$ cat config.mk
export PLATFORM = sky130hd
export DESIGN_NAME = pc_sequencer
export DESIGN_NICKNAME = d
export VERILOG_FILES = /design/src/rtl/pc_sequencer.sv
export SDC_FILE = /design/constraint.sdc
export NUM_CORES = 1
export LEC_CHECK = 0
export ABC_AREA = 1
export BUFFER_PORTS_ARGS = -buffer_cell sky130_fd_sc_hd__clkbuf_2
export CAP_MARGIN = 20
export CORE_AREA = 10 10 47 49
export CTS_CLUSTER_SIZE = 16
export DETAILED_ROUTE_END_ITERATION = 10
export DIE_AREA = 0 0 57 59
export RECOVER_POWER = 100
export SLEW_MARGIN = 40
export SYNTH_ARGS = -nofsm -noshare
export SYNTH_HDL_FRONTEND = slang
export SYNTH_SLANG_ARGS = --single-unit
$ cat constraint.sdc
create_clock -name clock -period 1.3 [get_ports clock]
set_clock_uncertainty 0.2 [all_clocks]
set_input_delay 0.065 -clock clock [delete_from_list [all_inputs] [get_ports clock]]
set_output_delay 0.065 -clock clock [all_outputs]
set_load 0.01 [all_outputs]
$ cat src/rtl/pc_sequencer.sv
// Program-counter sequencer: a Mealy FSM that steers an external 4-bit
// counter (load / hold / increment) through load, run, branch and halt
// phases. The counter's current value returns on count_in.
module pc_sequencer #(
    parameter logic [3:0] START_ADDR = 4'h0,
    parameter logic [3:0] LAST_ADDR  = 4'hF
) (
    input  logic       clock,
    input  logic       reset,
    input  logic       start,
    input  logic       stall,
    input  logic       branch_req,
    input  logic [3:0] branch_target,
    input  logic       halt,
    input  logic [3:0] count_in,
    output logic       counter_enable,
    output logic [1:0] operation,
    output logic [3:0] value,
    output logic       fetch_valid,
    output logic       wrap,
    output logic       busy,
    output logic       done
);

    typedef enum logic [2:0] {
        S_IDLE   = 3'b000,
        S_LOAD   = 3'b001,
        S_RUN    = 3'b010,
        S_BRANCH = 3'b011,
        S_HALTED = 3'b100
    } state_t;

    typedef enum logic [1:0] {
        OP_LOAD = 2'b00,
        OP_HOLD = 2'b01,
        OP_INC  = 2'b10,
        OP_DEC  = 2'b11
    } op_t;

    state_t r_state;
    state_t w_next;
    op_t    w_op;

    assign operation = w_op;

    // State register; synchronous reset overrides every other input.
    always_ff @(posedge clock) begin
        if (reset) begin
            r_state <= S_IDLE;
        end else begin
            r_state <= w_next;
        end
    end

    // Next state and counter control from current state and inputs.
    always_comb begin
        w_next         = S_IDLE;
        counter_enable = 1'b0;
        w_op           = OP_HOLD;
        value          = '0;
        fetch_valid    = 1'b0;
        wrap           = 1'b0;
        busy           = 1'b0;
        done           = 1'b0;

        case (r_state)
            S_IDLE: begin
                w_next = start ? S_LOAD : S_IDLE;
            end

            S_LOAD: begin
                counter_enable = 1'b1;
                busy           = 1'b1;
                w_op           = OP_LOAD;
                value          = START_ADDR;
                w_next         = S_RUN;
            end

            S_RUN: begin
                counter_enable = 1'b1;
                busy           = 1'b1;
                if (halt) begin
                    w_op        = OP_HOLD;
                    fetch_valid = 1'b1;
                    w_next      = S_HALTED;
                end else if (branch_req) begin
                    w_op   = OP_LOAD;
                    value  = branch_target;
                    w_next = S_BRANCH;
                end else if (stall) begin
                    w_op   = OP_HOLD;
                    w_next = S_RUN;
                end else if (count_in == LAST_ADDR) begin
                    w_op        = OP_LOAD;
                    value       = START_ADDR;
                    fetch_valid = 1'b1;
                    wrap        = 1'b1;
                    w_next      = S_RUN;
                end else begin
                    w_op        = OP_INC;
                    value       = count_in;
                    fetch_valid = 1'b1;
                    w_next      = S_RUN;
                end
            end

            S_BRANCH: begin
                counter_enable = 1'b1;
                busy           = 1'b1;
                w_op           = OP_HOLD;
                w_next         = halt ? S_HALTED : S_RUN;
            end

            S_HALTED: begin
                counter_enable = 1'b1;
                done           = 1'b1;
                w_op           = OP_HOLD;
                w_next         = start ? S_LOAD : S_HALTED;
            end

            default: begin
                w_next = S_IDLE;
            end
        endcase
    end

endmodule

Word level (Yosys, flattened, before mapping)
Cells that the tools add are included.

storage, ports and cells
  bits of input ports = 14
  output and inout bits = 11
  bits in registers = 3
  logic and storage cells = 37

operators by class
  muxes and demuxes = 28
  reduce and logical (&&, ||, !) cells = 3
  equal/unequal tests = 5

operators by type and width
  cell                number
  $mux 4              5
  $pmux 3 s5          1
  $mux 1              14
  $mux 3              3
  $mux 2              4
  $eq 3x2->1 const B  2
  $eq 4x4->1 const B  1
  $pmux 2 s2          1
  $reduce_or 4->1     1
  $eq 3x1->1 const B  1
  $eq 3x3->1 const B  1
  $logic_not 3->1     1
  $reduce_or 3->1     1

Logic depth before layout (Yosys ltp)
Gate-level depths: netlist of run 1.

  depth after elaboration = 6
  depth in mapped cells = 5
  mapped depth without buffers = 5

Worst setup path after synthesis of run 1
Ideal clock, no wire load.

  path kind = flip-flop to output port
  start point = register r_state[2]
  end point = output port operation[1]
  buffers on the path = 0
  data arrival time = 0.916 ns
  data required time = 1.035 ns
  slack = 0.119 ns
  stages on the path, launching flop included = 6
  cells stage by stage = dfxtp_1 -> inv_1 -> nand3_2 -> inv_2 -> nand2_2 -> nor3_1

on the way
  cells in the longest elaborated chain, start to end = 2
  elaborated cells on any way between the ends = 3
  those cells by class = eq/ne (2); mux (1)

RTL lines
  item                                      line  source
  from (decl)                               40    state_t r_state;
  from (signal assigned)                    51    r_state <= w_next;
  $eq 3x2->1 or $eq 3x1->1 (tied branches)  66    case (r_state)
  $pmux 2 s2 (*)                            66
  to (decl)                                 17    output logic [1:0] operation,

Mark *: on every way between the ends. The rest lies on a longest branch, timed or not.

Worst setup path after layout of run 1
  start point = register r_state[2]
  end point = output port value[3]

on the way
  cells in the longest elaborated chain, start to end = 2

RTL lines
  item        line  source
  $eq 3x2->1  66
  $mux 4      66
  to (decl)   18    output logic [3:0] value,

No other way between the ends.

==> results of run 1 <==
==> placed cells by master (no fill, tap or decap) <==
cell	instances
clkbuf_2	16
nand2_1	10
buf_4	8
buf_2	7
nand3_1	6
inv_1	5
a21oi_1	4
nand3_2	4
inv_4	3
clkbuf_4	3
dlygate4sd3_1	3
nor2_1	2
nor2_2	2
nor3_2	2
dfxtp_2	2
nand3_4	1
nor2_4	1
nor3_1	1
or2_4	1
nand2_4	1
inv_2	1
nand2_2	1
or2_1	1
a211oi_2	1
clkbuf_1	1
buf_6	1
dfxtp_4	1
==> cell usage after synthesis <==
| master | number |
|---|---|
| nand2_1 | 11 |
| inv_1 | 8 |
| inv_2 | 1 |
| a21oi_1 | 4 |
| or2_1 | 1 |
| nor3_1 | 3 |
| a211oi_1 | 1 |
| or2_4 | 1 |
| nand2_2 | 1 |
| nor2_2 | 3 |
| nor2_1 | 2 |
| nand3_1 | 10 |
| dfxtp_1 | 3 |
| nand3_2 | 1 |
==> worst paths after layout <==
check,end,cells past startpoint
worst min register to register,r_state[0]$_SDFF_PP0_,3
worst min-delay path,r_state[2]$_SDFF_PP0_,3
worst max-delay path,value[3],6
worst max register to register,r_state[1]$_SDFF_PP0_,7
==> per-stage QoR <==
stage	total power (uW)	hold WS, ps	cell area, um^2	instances	setup TNS (ps)
after floorplan	170	-65.9	285	50	0
after global placement	230	66.4	440	92	0
after detailed placement	231	62.4	440	92	0
after CTS	446	-96.0	564	101	-988
after global routing	494	4.61	617	105	-2050
final	464	-22.5	617	105	-1380
==> per-layer routing <==
layer	track usage [%]	vias up
met4	4.03	0
met2	14.3	18
li1	-	242
met1	6.41	213
met3	2.79	2
met5	0	-
==> critical path, delay by kind of cell (launching register included) <==
kind / cells / cell delay (ps)
flip-flops: 1 / 330
buffers and inverters: 2 / 190
AND/OR/NAND/NOR: 4 / 470
==> final cells by class <==
| class | count | area, um^2 |
|---|---|---|
| Inverter | 9 | 41.3 |
| Tap cell | 16 | 20.0 |
| Sequential cell | 3 | 66.3 |
| Clock buffer | 4 | 26.3 |
| Fill cell | 156 | 785 |
| Timing Repair Buffer | 35 | 216 |
| Multi-Input combinational cell | 38 | 246 |
==> power by group <==
| group | switching (uW) | internal (uW) |
|---|---|---|
| Sequential | 7.15 | 100 |
| Combinational | 93.6 | 95.2 |
| Clock | 53.1 | 115 |
| Total | 154 | 311 |
==> kinds of logic (layout without fill, tap and decap cells) <==
logic type             Yosys count  after routing  synth area share, %
AOI/OAI and AO/OA                5              5                 9.65
buffers and inverters            9             48                 11.8
DFF                              3              3                 21.1
and+or+nand+nor                 33             33                 57.5
==> repair_timing <==
action,in CTS,in global routing
pin swaps,2,5
endpoints found under the setup margin,9,11
hold buffers,2,1
endpoints found under the hold margin,3,1
buffers inserted,3,3
gates resized for setup,17,13
==> results.cfg, run 1 <==
[floorplanning]
fp.dieArea_mm2 = 0.00336
fp.dieH_um = 59
start_util_pct = 20.4
io-pin-count = 25
core-area_mm2 = 0.00140
die_x_um = 57
std_cell_rows = 14

[timing]
slew_viol_final = 0
timing.hold.ws_ps = -22.5
post-route-min-period_ps = 1490
setup_violations = 10
rsz0062_at_grt = yes
fmax_ghz = 0.670
slew_headroom_pct = 78.6
hold_violations = 1
worst_pin_slew_ps = 320
period_share_pct = 115
setup_ws_ps = -192

[pwr]
power_density_mw_per_mm2 = 753
vdd_drop_max_uv = 431
leakage_uw = 0.000330

[grt]
grt_start_max_net_pins = 7
globalRouteOverflowTotal = 0
grt_pass1_vias = 499
antenna_found_initial = 0
track_usage_pct = 7.39
grt_first_pass_wirelength_um = 2040

[setup_path]
path_class = flip-flop to output port
regToRegSetupSlack_ps = -30
critPathMaxStageDelay_ps = 330
crit_chain = inv_4 -> nand3_4 -> nor2_4 -> nand3_2 -> nand2_1 -> buf_2
crit_fanout = 5
r2r-start = r_state[1]$_SDFF_PP0_
worstSetupStartpointType = flip-flop
arrival_ps = 1230
cp-end-kind = output port
crit_path_start = r_state[2]$_SDFF_PP0_
cpMaxStageDelayCell = dfxtp_2
cp.required_ps = 1030

[route]
wl_met3_um = 98
vias = 475
firstDrtPassIters = 5
ant_nets = 0
drc = 0
wirelength_met1_um = 418
wl_met2_um = 693
drt_iter0_drc = 6
viasPerCell = 4.52
wl_um = 1230
wire_per_inst_um = 11.7
top_layer_used = met4

[finish]
area.growth.synth_to_final_pct = 116
top_register = r_state
top_regs = r_state (3)
diodes = 0
nets = 104
largest_register_ffs = 3
drive_gt1_share_pct = 62.9
finish.utilization_pct = 44.0

[status]
outcome = finished, violations left
violations = hold timing, setup timing

[clock_network]
clockBufferDepth = 2
cts-root-buf = clkbuf_4
htree_levels = 1
clock_latency_ps = 240
cts_buffers = 3
path_clk_slew_ps = 40
clock_sinks = 3
tritoncts = built

[logic_synthesis]
ys_seq_elements = 3
yosysSeqAreaShare_pct = 21.1
yosysTopAreaCell = dfxtp_1
yosys-top-cells-area = dfxtp_1 21%, nand3_1 18%, nand2_1 14%, inv_1 11%, a21oi_1 7.0%
synth_cell_types = 14
syn_avg_cell_area_um2 = 5.71
yosys_warnings = 0
synth.net_count = 64
yosysTopAreaCellShare_pct = 21.1
syn-cell-area_um2 = 285
synth_cells = 50

[place]
pre_cts_slack_ps = 15.5
port-buffer-count = 24
dp_hpwl_um = 914
gp_congestion = 0.719

[min_path]
hold_class = input pin to flip-flop
hp-start = halt

[job]
cap_violations = 0
Power figures use the tool's default switching activity.
==> inputs of run 2 (changes only) <==
- clock period: 1.3 -> 1.38 ns (I/O delays scaled with it)
==> run 2 against run 1 <==
Effect of this change:
- the run still ends with hold timing, setup timing left
- core utilization rose by 1.7 points
- sequential cell count unchanged
- critical endpoint is now counter_enable
- final cell count is 1.9% higher
- final area rose by 3.9%
- register-to-register slack about the same
- non-clock buffer count grew 2
- global-route usage is 0.99 points higher
- first-iteration DRC count grew 17%
- sequential power down 6%
- clock power shrank 9.5%
- setup slack gained 120 ps
- largest power group unchanged
==> results.cfg, run 2 (synthesis results as in run 1) <==
[floorplanning]
fp.dieArea_mm2 = 0.00336
core-area_mm2 = 0.00140
die_x_um = 57
std_cell_rows = 14
start_util_pct = 20.4
fp.dieH_um = 59
io-pin-count = 25

[setup_path]
cp.required_ps = 1110
cpMaxStageDelayCell = dfxtp_4
crit_chain = inv_1 -> nand2_4 -> nand2_2 -> inv_2 -> or2_1 -> buf_6
cp-end-kind = output port
ff2ff_path_depth = 7
crit_fanout = 3
arrival_ps = 1180
path_class = flip-flop to output port
r2r_end = r_state[1]$_SDFF_PP0_
critPathMaxStageDelay_ps = 350
r2r-start = r_state[1]$_SDFF_PP0_
regToRegSetupSlack_ps = -40
worstSetupStartpointType = flip-flop

[finish]
nets = 106
final_cells = 107
diodes = 0
drive_gt1_share_pct = 62.6
area.growth.synth_to_final_pct = 125
top_regs = r_state (3)
finish.utilization_pct = 45.7
top_register = r_state
fillers = 160
final_common_cell = clkbuf_2
final_cell_mix = 20 x clkbuf_2, 9 x nand2_1, 9 x nand3_1, 9 x buf_4, 5 x inv_1
largest_register_ffs = 3

[min_path]
hold_class = input pin to flip-flop
whs_path_depth = 3
hold_end = r_state[2]$_SDFF_PP0_
hp-start = halt

[route]
drt_iter0_drc = 7
firstDrtPassIters = 2
viasPerCell = 4.37
ant_nets = 0
wl_um = 1320
drc = 0
vias = 468
wire_per_inst_um = 12.4

[job]
cap_violations = 0

[place]
gp_congestion = 0.753
dp_cells = 90
dp_hpwl_um = 878
port-buffer-count = 24

[timing]
rsz0062_at_grt = yes
period_share_pct = 105
slew_viol_final = 0
fmax_ghz = 0.689
worst_pin_slew_ps = 301
timing.hold.ws_ps = -9.73
post-route-min-period_ps = 1450
slew_headroom_pct = 79.9
setup_ws_ps = -71.4
setup_violations = 9
hold_violations = 1

[clock_network]
clock_latency_ps = 230
htree_levels = 1
path_clk_slew_ps = 30
cts_buffers = 3
tritoncts = built
clockBufferDepth = 2
clock_sinks = 3
cts-root-buf = clkbuf_4

[grt]
grt_first_pass_wirelength_um = 2330
grt_start_max_net_pins = 7
grt_pass1_vias = 545
antenna_found_initial = 0
track_usage_pct = 8.38
globalRouteOverflowTotal = 0

[pwr]
vdd_drop_max_uv = 324
power_density_mw_per_mm2 = 698
leakage_uw = 0.000343

[status]
violations = hold timing, setup timing
outcome = finished, violations left
-- run 2: changes by cell type in the layout (fill, tap and decap cells not counted), sizes merged --
cell,delta
clkbuf,+4
buf,-2
-- run 2: how the worst max path moves through the flow --
stage	startpoint	end	slack, ps
after floorplan	r_state[2]$_SDFF_PP0_	operation[1]	200
after global placement	r_state[2]$_SDFF_PP0_	value[2]	110
after detailed placement	r_state[2]$_SDFF_PP0_	operation[1]	80
after CTS	r_state[0]$_SDFF_PP0_	value[3]	-60
after global routing	r_state[2]$_SDFF_PP0_	value[0]	-170
final	r_state[1]$_SDFF_PP0_	counter_enable	-70
-- run 2: worst max-delay path: cells and delay by family (launching register included) --
family                 cells  cell delay (ps)
buffers and inverters      3              270
and+or+nand+nor            3              330
DFF                        1              350
-- run 2: area by class of cell --
class / instances / area [um^2] / share of cell area, %
clock buffers: 4 / 26.3 / 4.10
well taps: 16 / 20.0 / 3.13
inverters: 9 / 41.3 / 6.45
multi-input cells: 38 / 245 / 38.3
flip-flops and latches: 3 / 66.3 / 10.4
repair buffers: 37 / 241 / 37.7
-- run 2: metrics by stage --
step / total power (uW) / TNS (ps) / instance area, um^2 / setup slack [ps]
final: 447 / -383 / 641 / -71.4
after global routing: 481 / -1170 / 641 / -171
after CTS: 425 / -291 / 579 / -56.8
after detailed placement: 211 / 0 / 425 / 82.8
after global placement: 210 / 0 / 425 / 111
after floorplan: 160 / 0 / 285 / 195
-- run 2: timing repair --
| action | in CTS | in global routing |
|---|---|---|
| pin swaps | 1 | 3 |
| setup buffers | 7 | 3 |
| resized for setup | 20 | 11 |
| hold buffers | 2 | 1 |
| hold endpoints to repair | 3 | 1 |
| setup endpoints to repair | 8 | 9 |
-- run 2: layer usage --
metal / track usage (%) / wire length (um) / part of all wire, % / vias to the layer above
met5: 0 / 0 / 0 / -
met1: 7.35 / 433 / 33 / 211
met3: 3.22 / 114 / 8.6 / 0
met2: 15.7 / 775 / 59 / 13
met4: 5.37 / 0 / 0 / 0
li1: - / - / - / 244
-- run 2: power by group --
group          switching, uW  internal (uW)  leakage [uW]
Sequential              6.69           94.3     0.0000261
Clock                   43.6            108     0.0000150
Combinational           95.1           99.2      0.000302
Total                    145            302      0.000343
